**src/rtl/d_alu_decoder_pkg.sv**
```systemverilog
// d_alu_decoder_pkg: shared codes for the integer-ALU decode slice.
//   - grand_op / sub-op codes consumed by the execute-stage ALU
//   - opcode match constants for each instruction format
//   - alu_dec_t: the decoded bundle carried from decode to issue
package d_alu_decoder_pkg;

    // Grand-op classes. Zero is the ALU default (result 0).
    localparam logic [2:0] GRAND_OP_NONE = 3'd0;
    localparam logic [2:0] GRAND_OP_BW   = 3'd1;
    localparam logic [2:0] GRAND_OP_LI   = 3'd2;
    localparam logic [2:0] GRAND_OP_INT  = 3'd3;
    localparam logic [2:0] GRAND_OP_SFT  = 3'd4;
    localparam logic [2:0] GRAND_OP_COM  = 3'd5;

    localparam logic [2:0] BW_AND  = 3'd0;
    localparam logic [2:0] BW_OR   = 3'd1;
    localparam logic [2:0] BW_NOR  = 3'd2;
    localparam logic [2:0] BW_XOR  = 3'd3;
    localparam logic [2:0] BW_ANDN = 3'd4;
    localparam logic [2:0] BW_ORN  = 3'd5;

    localparam logic [2:0] LI_LUI     = 3'd0;
    localparam logic [2:0] LI_PCADDUI = 3'd1;

    localparam logic [2:0] INT_ADD  = 3'd0;
    localparam logic [2:0] INT_SUB  = 3'd1;
    localparam logic [2:0] INT_SLT  = 3'd2;
    localparam logic [2:0] INT_SLTU = 3'd3;

    localparam logic [2:0] SFT_SLL = 3'd0;
    localparam logic [2:0] SFT_SRL = 3'd1;
    localparam logic [2:0] SFT_SRA = 3'd2;

    localparam logic [2:0] COM_EQ  = 3'd0;
    localparam logic [2:0] COM_NE  = 3'd1;
    localparam logic [2:0] COM_LT  = 3'd2;
    localparam logic [2:0] COM_GE  = 3'd3;
    localparam logic [2:0] COM_LTU = 3'd4;
    localparam logic [2:0] COM_GEU = 3'd5;

    // 3R and shift-immediate, keyed on inst[31:15]
    localparam logic [16:0] OPC_ADD_W  = 17'h00020;
    localparam logic [16:0] OPC_SUB_W  = 17'h00022;
    localparam logic [16:0] OPC_SLT    = 17'h00024;
    localparam logic [16:0] OPC_SLTU   = 17'h00025;
    localparam logic [16:0] OPC_NOR    = 17'h00028;
    localparam logic [16:0] OPC_AND    = 17'h00029;
    localparam logic [16:0] OPC_OR     = 17'h0002A;
    localparam logic [16:0] OPC_XOR    = 17'h0002B;
    localparam logic [16:0] OPC_ORN    = 17'h0002C;
    localparam logic [16:0] OPC_ANDN   = 17'h0002D;
    localparam logic [16:0] OPC_SLL_W  = 17'h0002E;
    localparam logic [16:0] OPC_SRL_W  = 17'h0002F;
    localparam logic [16:0] OPC_SRA_W  = 17'h00030;
    localparam logic [16:0] OPC_SLLI_W = 17'h00081;
    localparam logic [16:0] OPC_SRLI_W = 17'h00089;
    localparam logic [16:0] OPC_SRAI_W = 17'h00091;

    // 2RI12, keyed on inst[31:22]
    localparam logic [9:0] OPC_SLTI   = 10'h008;
    localparam logic [9:0] OPC_SLTUI  = 10'h009;
    localparam logic [9:0] OPC_ADDI_W = 10'h00A;
    localparam logic [9:0] OPC_ANDI   = 10'h00D;
    localparam logic [9:0] OPC_ORI    = 10'h00E;
    localparam logic [9:0] OPC_XORI   = 10'h00F;

    // 1RI20, keyed on inst[31:25]
    localparam logic [6:0] OPC_LU12I_W   = 7'h0A;
    localparam logic [6:0] OPC_PCADDU12I = 7'h0E;

    // Branches, keyed on inst[31:26]
    localparam logic [5:0] OPC_BEQ  = 6'h16;
    localparam logic [5:0] OPC_BNE  = 6'h17;
    localparam logic [5:0] OPC_BLT  = 6'h18;
    localparam logic [5:0] OPC_BGE  = 6'h19;
    localparam logic [5:0] OPC_BLTU = 6'h1A;
    localparam logic [5:0] OPC_BGEU = 6'h1B;

    typedef struct packed {
        logic [2:0]  grand_op;
        logic [2:0]  op;
        logic [4:0]  rj;
        logic [4:0]  rk;
        logic [4:0]  rd;
        logic        wen;
        logic        use_imm;
        logic [31:0] imm;
        logic [31:0] pc;
        logic        illegal;
    } alu_dec_t;

endpackage

```
**src/rtl/d_alu_dec_comb.sv**
```systemverilog
// d_alu_dec_comb: purely combinational LoongArch32 integer-ALU decoder.
//   inst : 32-bit instruction word
//   pc   : instruction PC, copied into the bundle
//   dec  : decoded alu_dec_t bundle; words that match no opcode come out
//          as grand_op 0 with wen/use_imm cleared and illegal set
module d_alu_dec_comb
    import d_alu_decoder_pkg::*;
(
    input  logic [31:0] inst,
    input  logic [31:0] pc,
    output alu_dec_t    dec
);

    logic legal;
    logic writes;

    // NOTE: every signal driven here gets a default first so no path leaves
    // it unassigned; otherwise synthesis infers a latch.
    always_comb begin
        dec      = '0;
        legal    = 1'b1;
        writes   = 1'b1;
        dec.rj   = inst[9:5];
        dec.rk   = inst[14:10];
        dec.rd   = inst[4:0];
        dec.pc   = pc;

        case (inst[31:15])
            OPC_ADD_W:  begin dec.grand_op = GRAND_OP_INT; dec.op = INT_ADD;  end
            OPC_SUB_W:  begin dec.grand_op = GRAND_OP_INT; dec.op = INT_SUB;  end
            OPC_SLT:    begin dec.grand_op = GRAND_OP_INT; dec.op = INT_SLT;  end
            OPC_SLTU:   begin dec.grand_op = GRAND_OP_INT; dec.op = INT_SLTU; end
            OPC_NOR:    begin dec.grand_op = GRAND_OP_BW;  dec.op = BW_NOR;   end
            OPC_AND:    begin dec.grand_op = GRAND_OP_BW;  dec.op = BW_AND;   end
            OPC_OR:     begin dec.grand_op = GRAND_OP_BW;  dec.op = BW_OR;    end
            OPC_XOR:    begin dec.grand_op = GRAND_OP_BW;  dec.op = BW_XOR;   end
            OPC_ORN:    begin dec.grand_op = GRAND_OP_BW;  dec.op = BW_ORN;   end
            OPC_ANDN:   begin dec.grand_op = GRAND_OP_BW;  dec.op = BW_ANDN;  end
            OPC_SLL_W:  begin dec.grand_op = GRAND_OP_SFT; dec.op = SFT_SLL;  end
            OPC_SRL_W:  begin dec.grand_op = GRAND_OP_SFT; dec.op = SFT_SRL;  end
            OPC_SRA_W:  begin dec.grand_op = GRAND_OP_SFT; dec.op = SFT_SRA;  end
            OPC_SLLI_W, OPC_SRLI_W, OPC_SRAI_W: begin
                dec.grand_op = GRAND_OP_SFT;
                dec.op       = (inst[31:15] == OPC_SLLI_W) ? SFT_SLL :
                               (inst[31:15] == OPC_SRLI_W) ? SFT_SRL : SFT_SRA;
                dec.use_imm  = 1'b1;
                dec.imm      = {27'b0, inst[14:10]};
            end
            default: begin
                case (inst[31:22])
                    OPC_SLTI, OPC_SLTUI, OPC_ADDI_W: begin
                        dec.grand_op = GRAND_OP_INT;
                        dec.op       = (inst[31:22] == OPC_SLTI)  ? INT_SLT  :
                                       (inst[31:22] == OPC_SLTUI) ? INT_SLTU : INT_ADD;
                        dec.use_imm  = 1'b1;
                        dec.imm      = {{20{inst[21]}}, inst[21:10]};
                    end
                    OPC_ANDI, OPC_ORI, OPC_XORI: begin
                        dec.grand_op = GRAND_OP_BW;
                        dec.op       = (inst[31:22] == OPC_ANDI) ? BW_AND :
                                       (inst[31:22] == OPC_ORI)  ? BW_OR  : BW_XOR;
                        dec.use_imm  = 1'b1;
                        dec.imm      = {20'b0, inst[21:10]};
                    end
                    default: begin
                        case (inst[31:25])
                            OPC_LU12I_W, OPC_PCADDU12I: begin
                                // Raw 20-bit field; the ALU applies the <<12.
                                dec.grand_op = GRAND_OP_LI;
                                dec.op       = (inst[31:25] == OPC_LU12I_W) ? LI_LUI : LI_PCADDUI;
                                dec.use_imm  = 1'b1;
                                dec.imm      = {12'b0, inst[24:5]};
                            end
                            default: begin
                                case (inst[31:26])
                                    OPC_BEQ, OPC_BNE, OPC_BLT, OPC_BGE, OPC_BLTU, OPC_BGEU: begin
                                        // Branches compare rj against the register in the rd slot.
                                        dec.grand_op = GRAND_OP_COM;
                                        dec.op       = 3'(inst[31:26] - OPC_BEQ);
                                        dec.rk       = inst[4:0];
                                        dec.imm      = {{14{inst[25]}}, inst[25:10], 2'b00};
                                        writes       = 1'b0;
                                    end
                                    default: legal = 1'b0;
                                endcase
                            end
                        endcase
                    end
                endcase
            end
        endcase

        dec.wen     = legal & writes & (inst[4:0] != 5'd0);
        dec.illegal = ~legal;
    end

endmodule

```
**src/rtl/d_alu_decoder.sv**
```systemverilog
// d_alu_decoder: registered decode stage for integer-ALU instructions with a
// 2-entry output skid buffer (head register + one skid entry), so in_ready_o
// is a flop output.
//   clk, rst_n              : clock, asynchronous active-low reset
//   flush_i                 : kills every held entry, highest priority
//   in_valid_i/in_ready_o   : instruction handshake (inst_i, pc_i)
//   out_valid_o/out_ready_i : decoded bundle handshake
//   grand_op_o .. pc_o      : decoded bundle held in the head register
//   illegal_o               : undecodable word flag, present only when
//                             D_DECODE_ILLEGAL_FLAG_EN is defined
module d_alu_decoder
    import d_alu_decoder_pkg::*;
#(
    parameter int SKID_DEPTH = 2
) (
    input  logic        clk,
    input  logic        rst_n,
    input  logic        flush_i,
    input  logic        in_valid_i,
    output logic        in_ready_o,
    input  logic [31:0] inst_i,
    input  logic [31:0] pc_i,
    output logic        out_valid_o,
    input  logic        out_ready_i,
    output logic [2:0]  grand_op_o,
    output logic [2:0]  op_o,
    output logic [4:0]  rj_o,
    output logic [4:0]  rk_o,
    output logic [4:0]  rd_o,
    output logic        wen_o,
    output logic        use_imm_o,
    output logic [31:0] imm_o,
    output logic [31:0] pc_o
`ifdef D_DECODE_ILLEGAL_FLAG_EN
    ,
    output logic        illegal_o
`endif
);

    if (SKID_DEPTH != 2) begin : g_skid_depth_check
        $error("d_alu_decoder: SKID_DEPTH must be 2");
    end

    typedef enum logic [1:0] {
        ST_EMPTY = 2'd0,
        ST_ONE   = 2'd1,
        ST_FULL  = 2'd2
    } state_e;

    state_e   state_q;
    alu_dec_t dec;
    alu_dec_t head_q;
    alu_dec_t skid_q;
    logic     out_valid_q;
    logic     in_ready_q;
    logic     in_fire;
    logic     out_fire;

    d_alu_dec_comb u_dec_comb (
        .inst (inst_i),
        .pc   (pc_i),
        .dec  (dec)
    );

    assign in_fire  = in_valid_i & in_ready_q;
    assign out_fire = out_valid_q & out_ready_i;

    // NOTE: sequential state uses non-blocking assignments so every flop
    // samples the pre-edge values regardless of statement order.
    always_ff @(posedge clk or negedge rst_n) begin
        if (!rst_n) begin
            // NOTE: the data registers are reset as well because their
            // contents drive the bundle outputs, which must read 0 after reset.
            state_q     <= ST_EMPTY;
            head_q      <= '0;
            skid_q      <= '0;
            out_valid_q <= 1'b0;
            in_ready_q  <= 1'b1;
        end else if (flush_i) begin
            state_q     <= ST_EMPTY;
            out_valid_q <= 1'b0;
            in_ready_q  <= 1'b1;
        end else begin
            unique case (state_q)
                ST_EMPTY: begin
                    if (in_fire) begin
                        head_q      <= dec;
                        state_q     <= ST_ONE;
                        out_valid_q <= 1'b1;
                    end
                end
                ST_ONE: begin
                    if (in_fire && out_fire) begin
                        head_q <= dec;
                    end else if (in_fire) begin
                        skid_q     <= dec;
                        state_q    <= ST_FULL;
                        in_ready_q <= 1'b0;
                    end else if (out_fire) begin
                        state_q     <= ST_EMPTY;
                        out_valid_q <= 1'b0;
                    end
                end
                ST_FULL: begin
                    // in_ready is low here, so no in-fire can coincide.
                    if (out_fire) begin
                        head_q     <= skid_q;
                        state_q    <= ST_ONE;
                        in_ready_q <= 1'b1;
                    end
                end
                default: begin
                    state_q     <= ST_EMPTY;
                    out_valid_q <= 1'b0;
                    in_ready_q  <= 1'b1;
                end
            endcase
        end
    end

    assign in_ready_o  = in_ready_q;
    assign out_valid_o = out_valid_q;
    assign grand_op_o  = head_q.grand_op;
    assign op_o        = head_q.op;
    assign rj_o        = head_q.rj;
    assign rk_o        = head_q.rk;
    assign rd_o        = head_q.rd;
    assign wen_o       = head_q.wen;
    assign use_imm_o   = head_q.use_imm;
    assign imm_o       = head_q.imm;
    assign pc_o        = head_q.pc;

`ifdef D_DECODE_ILLEGAL_FLAG_EN
    assign illegal_o = head_q.illegal;
`else
    logic unused_illegal;
    assign unused_illegal = head_q.illegal;
`endif

endmodule

```
**config.mk**
```make
export PLATFORM = sky130hd
export DESIGN_NAME = d_alu_decoder
export DESIGN_NICKNAME = d
export VERILOG_FILES = /design/src/rtl/d_alu_decoder_pkg.sv /design/src/rtl/d_alu_dec_comb.sv /design/src/rtl/d_alu_decoder.sv
export SDC_FILE = /design/constraint.sdc
export NUM_CORES = 1
export LEC_CHECK = 0
export ABC_CLOCK_PERIOD_IN_PS = 1700
export CORE_MARGIN = 1
export CORE_UTILIZATION = 30
export CTS_BUF_LIST = sky130_fd_sc_hd__clkbuf_4 sky130_fd_sc_hd__clkbuf_8
export DETAILED_ROUTE_END_ITERATION = 6
export GPL_TIMING_DRIVEN = 0
export HOLD_SLACK_MARGIN = 0.12
export SYNTH_ARGS = -nofsm -noshare
export SYNTH_HDL_FRONTEND = slang
export SYNTH_SLANG_ARGS = --single-unit
```
**constraint.sdc**
```tcl
create_clock -name clk -period 1.7 [get_ports clk]
set_input_delay 0.17 -clock clk [delete_from_list [all_inputs] [get_ports clk]]
set_output_delay 0.17 -clock clk [all_outputs]
set_load 0.005 [all_outputs]
```
; ---- After elaboration in Yosys (flattened, before gate mapping)
; Index checks and enable logic that the tools add are counted.
[totals]
regBits = 179
inputBits = 69
out_inout_bits = 89
elab_cells = 141
[op_classes]
addsub = 1
n_eq_ne = 44
muxes = 50
n_bitwise = 7
n_reduce_logical = 17
[ops]
columns = operator, n
row1 = $mux 88, 3
row2 = $pmux 88 s3, 1
row3 = $eq 17x6->1 const B, 13
row4 = $pmux 33 s2, 2
row5 = $pmux 6 s14, 1
row6 = $mux 32, 2
row7 = $eq 10x4->1 const B, 6
row8 = $eq 17x8->1 const B, 3
row9 = $eq 6x5->1 const B, 6
row10 = $mux 5, 4
row11 = $mux 1, 19
row12 = $mux 2, 9
row13 = $ne 3x3->1 const B, 6
row14 = $reduce_or 16->1, 1
row15 = $eq 7x4->1 const B, 2
row16 = $reduce_or 13->1, 1
row17 = $mux 6, 2
row18 = $pmux 6 s2, 1
row19 = $reduce_and 4->1, 3
row20 = $reduce_or 6->1, 2
row21 = $ne 2x2->1 const B, 5
row22 = $reduce_and 5->1, 2
row23 = $mux 3, 3
row24 = $reduce_or 3->1, 3
row25 = 13 further kinds, 19

; ---- Longest topological paths before layout
; Gate-level depths: netlist of run 1.
[logic_depth]
depth_word = 10
mapped_depth = 8

; ---- By module
; Synthesis of run 1 repeated with hierarchy kept, for this count alone.
[unflattened]
hier_cells = 697
hier_area_um2 = 9163.8
[by_module_without_submodules]
columns = module, n_inst, cells_each, area_each_um2
row1 = d_alu_decoder, 1, 493, 7739.9
row2 = d_alu_dec_comb, 1, 204, 1423.9

; ---- Worst setup path after synthesis of run 1
; OpenSTA, ideal clock, no wires.
[synth_path]
path_type = register to register
from = register in_ready_q, in the netlist in_ready_o
to = register head_q, in the netlist imm_o[4]
setup_time_ps = 139
arrival_time_ps = 1752
setup_slack_ps = -191
path_stages_with_launch = 9
cell_sequence = dfstp_2 nand2_1 nor2_1 a21oi_1 or2_2 clkbuf_1 buf_1 nand2_1 o211ai_1
[synth_between]
elab_chain_cells = 4
elab_cells_between_ends = 5
classes_between = 2 x eq/ne / 1 x bitwise / 2 x reduce/logical
[synth_rtl]
columns = item, line
row1 = start: declaration, d_alu_decoder.sv:55  ; logic in_ready_q;
row2 = start signal: assignment, d_alu_decoder.sv:78  ; in_ready_q <= 1'b1;
row3 = start signal: assignment, d_alu_decoder.sv:82  ; in_ready_q <= 1'b1;
row4 = start signal: assignment, d_alu_decoder.sv:98  ; in_ready_q <= 1'b0;
row5 = $and 1x1->1 *, d_alu_decoder.sv:65  ; assign in_fire = in_valid_i & in_ready_q;
row6 = $logic_and 1x1->1, d_alu_decoder.sv:93  ; if (in_fire && out_fire) begin
row7 = $ne 2x2->1 (no source line), n/a
row8 = $reduce_and 5->1 (no source line) *, n/a
row9 = end signal: assignment, d_alu_decoder.sv:107  ; head_q <= skid_q;
row10 = end: declaration, d_alu_decoder.sv:52  ; alu_dec_t head_q;
; Mark *: on every way between the ends. The rest lies on a longest branch, timed or not.
; A chain may end at the register's enable or synchronous reset.

; ---- Worst setup path after layout of run 1
[layout_path]
from = register in_ready_q, in the netlist in_ready_o
to = register head_q, in the netlist grand_op_o[2]
; The elaborated chain is that of the path after synthesis.

==> results.py, run 1 <==
metrics = {
    "drt": {
        "drtPass1Iterations": 6,
        "wl_mm": 23.9,
        "num_vias": 6708,
        "drt_iter0_markers": 479,
        "drtAntennaViolNets": 0,
        "drc": 0,
        "wire_per_inst_microns": 18.1,
        "viasPerCell": 5.09,
    },
    "final_layout": {
        "n_antenna_cell": 0,
        "ff_latch_area_sq_um": 3910,
        "final_core_util": 0.449,
        "drive_gt1_frac": 0.269,
        "fill_cells": 2329,
        "area_growth_pct": 47.5,
        "fin_nets": 1053,
        "fin_area_sq_um": 10900,
        "multiInputGateArea_sq_um": 3520,
    },
    "sta": {
        "post-route-min-period_ns": 1.82,
        "finClkSkew_ns": 0.0133,
        "worst_pin_slew_ns": 0.543,
        "hold_ws_ns": 0.152,
        "setup_viol": 78,
        "post-route-period-util": 1.07,
        "rsz0062_at_grt": "yes",
        "hold_viol": 0,
        "finalMaxSlewViolations": 0,
        "layout_setup_ws_ns": -0.120,
        "slew_headroom": 0.638,
        "max_freq_ghz": 0.550,
    },
    "clocking": {
        "clk_path_buf_depth": 2,
        "worstSkewPairLatency_ns": 0.46,
        "cts_inserted_buffers": 17,
        "clock_sinks": 156,
        "root_buffer": "clkbuf_8",
        "cts_tree": "yes",
        "clk_pin_slew_ns": 0.09,
        "h-tree-depth": 4,
    },
    "global_routing": {
        "grt_pass1_wl_mm": 36.9,
        "grt_max_degree": 99,
        "antenna_found_initial": 0,
        "grt_pass1_vias": 6428,
        "grt_remaining_overflow": 0,
        "track_usage": 0.187,
    },
    "worst_setup_path": {
        "required_ns": 2.05,
        "critPathMaxStageDelay_ns": 0.60,
        "worst_path_max_delay_cell": "dfstp_2",
        "worstPathCellList": "nand3b_1, a21oi_2, a21oi_2, nor2_4, buf_8, mux2_2",
        "r2r-start": "in_ready_o",
        "cpMostUsedCell": "a21oi_2",
        "cp-start-kind": "flop",
        "crit_fanout": 6,
        "arrival_ns": 2.17,
        "crit_start": "in_ready_o",
        "endpoint_kind": "flop",
        "setup.worst_path.class": "reg -> reg",
    },
    "placement": {
        "place_area_sq_um": 9430,
        "port_buffers": 153,
        "place_ws_ns": -0.847,
        "hpwl_mm": 16.1,
        "gp_congestion": 0.907,
    },
    "power_and_ir_drop": {
        "power_density_nw_per_um2": 1230,
        "power_mw": 13.4,
        "p_leak_nw": 4.66,
        "max-vdd-ir-drop_uv": 486,
    },
    "run_status": {
        "status": "finished with violations",
        "violations": "setup timing",
    },
    "floorplan": {
        "row_count": 57,
        "design.core.area_sq_um": 24200,
        "dieArea_sq_um": 25200,
        "ios": 158,
        "initial_utilization": 0.304,
        "die_w_microns": 159,
        "die_h_microns": 159,
    },
    "logic_synthesis": {
        "ys_async_sr_fraction": 1.00,
        "synth_edf_count": 0,
        "ys_seq_area_frac": 0.529,
        "synth_top_area_frac": 0.525,
        "ys_top_cells_by_area": "dfrtp_1 (53%), nand2_1 (8.7%), mux2_2 (7.2%), o21ai_0 (3.9%), a31oi_1 (3.8%)",
        "synth.avg_cell_area_sq_um": 9.51,
        "post-synth-top-count-cell": "nand2_1",
        "synth-main-ff-cell": "dfrtp_1",
        "synth-seq-cells": 156,
        "syn_area_sq_um": 7380,
        "synth.net_count": 848,
        "yosys.area.top_type": "dfrtp_1",
        "postSynthCellCount": 776,
        "ys_warn_count": 0,
        "synth.distinct_cells": 56,
        "ys_top_cells_by_count": "nand2_1 (172), dfrtp_1 (155), nor2_1 (75), o21ai_0 (57), mux2_2 (47)",
    },
    "run": {
        "maxCapViolCount": 0,
    },
    "worst_hold_path": {
        "worst_hold_path_type": "in -> reg",
        "hold_path.startpoint": "inst_i[23]",
    },
}
-- logic make-up after synthesis --
group                    Yosys count  share of synthesized area
AND/OR/NAND/NOR                  298                      0.173
AO/OA/AOI/OAI                    192                      0.166
flip-flops                       156                      0.529
buffers and inverters             71                     0.0432
multiplexers                      55                     0.0825
adder cells (fa/ha/maj)            3                    0.00508
XOR/XNOR                           1                    0.00119
-- final timing paths --
kind                            slack [ns]  cells past startpoint       endpoint
worst max-delay path                 -0.12                      6  grand_op_o[2]
worst min-delay path                  0.15                      3     skid_q[51]
worst max register to register       -0.12                      6  grand_op_o[2]
worst min register to register        0.49                      2     skid_q[37]
max in group asynchronous             0.63                      3       pc_o[15]
min in group asynchronous             0.22                      2      imm_o[11]
-- power breakdown --
group	switching, mW	leakage (nW)	internal [mW]	total (mW)
Sequential	0.744	1.93	4.96	5.70
Combinational	1.69	2.48	2.51	4.20
Clock	1.50	0.250	1.99	3.50
-- routing by layer --
layer | GRT usage | routed length [microns]
met1 | 0.269 | 11100
met2 | 0.283 | 10900
met3 | 0.0329 | 1360
met4 | 0.0656 | 471
met5 | 0 | 0
-- flip-flops by register name, indices dropped and copies added, names as in the netlist, 3 cells and up --
register and flops:
pc_o 32, imm_o 21, rk_o 5, op_o 3, skid_q 76, rd_o 5, grand_op_o 3, rj_o 5
-- worst max-delay path, delay by kind of cell (launching register included) --
family                 cells  cell delay [ns]
AO/OA/AOI/OAI              2             0.26
flip-flops                 1             0.60
buffers and inverters      1             0.19
multiplexers               1             0.34
AND/OR/NAND/NOR            2             0.32
-- timing repair --
item / CTS / global route
pin swaps: 18 / 24
endpoints found under the hold margin: 58 / 0
endpoints found under the setup margin: 166 / 150
cloned: 6 / 4
hold buffers: 1 / 0
setup buffers: 16 / 8
resized for setup: 139 / 150
-- placed cells by master (no fill, tap or decap), drive strengths merged, types with 3 or more instances in the layout --
| cell type | instances |
|---|---|
| a21oi | 33 |
| a221o | 4 |
| a222oi | 10 |
| a22oi | 8 |
| a31oi | 45 |
| buf | 73 |
| bufinv | 6 |
| clkbuf | 55 |
| clkdlybuf4s50 | 130 |
| clkinv | 3 |
| dfrtp | 155 |
| dlygate4sd2 | 6 |
| dlymetal6s2s | 3 |
| ha | 3 |
| inv | 8 |
| mux2 | 47 |
| mux2i | 8 |
| nand2 | 172 |
| nand2b | 6 |
| nand3 | 12 |
| nand3b | 3 |
| nor2 | 76 |
| nor3 | 10 |
| nor4b | 5 |
| o211ai | 8 |
| o21ai | 61 |
| o22ai | 3 |
| o31ai | 5 |
-- metrics by stage --
stage               cells  setup TNS, ns
floorplan             776       -0.00741
global placement     1253       -1080.96
detailed placement   1254        -102.87
CTS                  1306          -5.69
global route         1317         -10.90
finish               1317          -5.24
-- area by class of cell --
class,count,area share
flip-flops and latches,156,0.359
multi-input cells,550,0.323
repair buffers,187,0.176
plain buffers,64,0.0577
well taps,324,0.0372
clock buffers,19,0.0240
clock inverters,12,0.0215
inverters,5,0.00172
(Power assumes the default switching activity.)
==> inputs of run 2 (changes only) <==
- SKIP_LAST_GASP: default -> 1
==> run 2 against run 1 <==
  * The run still ends with setup timing left
  * Combinational power up 3%
  * Sequential power is 0.7% higher
  * Cell count rose by 0.68%
  * Critical path type unchanged
  * Highest routed layer unchanged
==> results.py, run 2 (synthesis results as in run 1) <==
metrics = {
    "drt": {
        "num_vias": 6738,
        "viasPerCell": 5.08,
        "drc": 0,
        "wl_mm": 24.1,
        "drtAntennaViolNets": 0,
        "wire_per_inst_microns": 18.2,
        "drtPass1Iterations": 7,
        "drt_iter0_markers": 510,
    },
    "worst_hold_path": {
        "whs_path_depth": 3,
        "hold_path.startpoint": "inst_i[23]",
        "hold_end": "skid_q[51]",
        "worst_hold_path_type": "in -> reg",
    },
    "final_layout": {
        "layout.cells.most_common": "dfrtp_1",
        "area_growth_pct": 51.6,
        "n_antenna_cell": 0,
        "top_register": "skid_q",
        "final_cells": 1326,
        "fin_area_sq_um": 11200,
        "largest_register_ffs": 76,
        "final_cell_mix": "dfrtp_1 (153), nand2_1 (142), clkdlybuf4s50_1 (129)",
        "final_core_util": 0.462,
        "drive_gt1_frac": 0.267,
        "fin_nets": 1062,
    },
    "sta": {
        "layout_setup_ws_ns": -0.199,
        "post-route-min-period_ns": 1.90,
        "max_freq_ghz": 0.527,
        "slew_headroom": 0.660,
        "tns_ns": -13.23,
        "post-route-period-util": 1.12,
        "hold_ws_ns": 0.156,
        "worst_pin_slew_ns": 0.503,
        "rsz0062_at_grt": "yes",
        "hold_viol": 0,
        "setup_viol": 123,
        "finClkSkew_ns": 0.0126,
        "finalMaxSlewViolations": 0,
    },
    "floorplan": {
        "die_h_microns": 159,
        "dieArea_sq_um": 25200,
        "row_count": 57,
        "initial_utilization": 0.304,
        "ios": 158,
        "die_w_microns": 159,
        "design.core.area_sq_um": 24200,
    },
    "run_status": {
        "status": "finished with violations",
        "violations": "setup timing",
    },
    "clocking": {
        "worstSkewPairLatency_ns": 0.46,
        "clk_path_buf_depth": 2,
        "cts_tree": "yes",
        "clk_pin_slew_ns": 0.09,
        "cts_inserted_buffers": 17,
        "h-tree-depth": 4,
        "root_buffer": "clkbuf_8",
        "clock_sinks": 156,
    },
    "global_routing": {
        "antenna_found_initial": 0,
        "grt_pass1_wl_mm": 36.8,
        "grt_max_degree": 99,
        "grt_remaining_overflow": 0,
        "track_usage": 0.187,
        "grt_pass1_vias": 6426,
    },
    "worst_setup_path": {
        "endpoint_kind": "flop",
        "r2r-start": "in_ready_o",
        "crit_fanout": 7,
        "reg2reg_depth": 8,
        "required_ns": 2.04,
        "cp-start-kind": "flop",
        "arrival_ns": 2.24,
        "rr_endpoint": "rk_o[2]",
        "setup.worst_path.class": "reg -> reg",
        "r2r_slack_ns": -0.20,
    },
    "run": {
        "maxCapViolCount": 0,
    },
    "power_and_ir_drop": {
        "power_density_nw_per_um2": 1210,
        "p_leak_nw": 4.92,
        "max-vdd-ir-drop_uv": 498,
    },
    "placement": {
        "gp_congestion": 0.907,
        "port_buffers": 153,
        "dp_cells": 1254,
        "hpwl_mm": 16.1,
        "place_area_sq_um": 9430,
    },
}
## run 2: cell count changes in the layout (fill, tap and decap cells not counted), sizes merged
cell | previous run | this run
buf | 73 | 71
dlymetal6s2s | 3 | 11
clkdlybuf4s50 | 130 | 129
clkbuf | 55 | 59
## run 2: routing by layer
layer  global-route usage  wire, microns  vias to the layer above
met5                    0              0                        -
met2                0.283          11000                      254
met3               0.0327           1360                       37
met1                0.269          11100                     3287
li1                     -              -                     3160
met4               0.0656            512                        0
## run 2: how the worst max path moves through the flow
stage                     from       endpoint  slack [ns]
global placement         rst_n       pc_o[21]       -6.29
finish              in_ready_o        rk_o[2]       -0.20
floorplan           inst_i[30]      imm_o[16]      -0.007
detailed placement  inst_i[27]      imm_o[16]       -0.85
global route        in_ready_o        rk_o[2]       -0.24
CTS                 in_ready_o  grand_op_o[0]       -0.10
## run 2: through the flow
stage	worst slack (ns)	total power, mW
2_1_floorplan	-0.00741	7.27
4_1_cts	-0.104	13.3
6_report	-0.199	13.6
3_3_place_gp	-6.29	9.34
3_5_place_dp	-0.847	9.42
5_1_grt	-0.239	14.3
## run 2: power breakdown
part	switching [mW]	leakage (nW)	internal, mW
sequential	0.780	1.93	4.96
clock	1.49	0.250	1.99
combinational	1.73	2.74	2.61
## run 2: worst max-delay path: stages (launching register included)
cell,delay [ns]
dfstp_2,0.60
nand3b_1,0.11
a21oi_2,0.26
a21oi_4,0.07
or2_4,0.29
clkbuf_16,0.18
clkbuf_16,0.17
nand2_2,0.05
o21ai_1,0.06
## run 2: layout make-up
class / count / area, sq um
sequential: 156 / 3910
clock inverter: 12 / 234
clock buffer: 19 / 262
inverter: 5 / 18.8
timing repair buffer: 196 / 2130
buffer: 64 / 656
tap: 324 / 405
fill: 2292 / 13100
multi-input combinational: 550 / 3580
## run 2: what timing repair did
item	CTS	global route
pin swaps	18	24
setup buffers	16	13
endpoints found under the setup margin	166	157
gates resized for setup	123	170
endpoints found under the hold margin	58	0
gates cloned	6	8
hold buffers	1	0
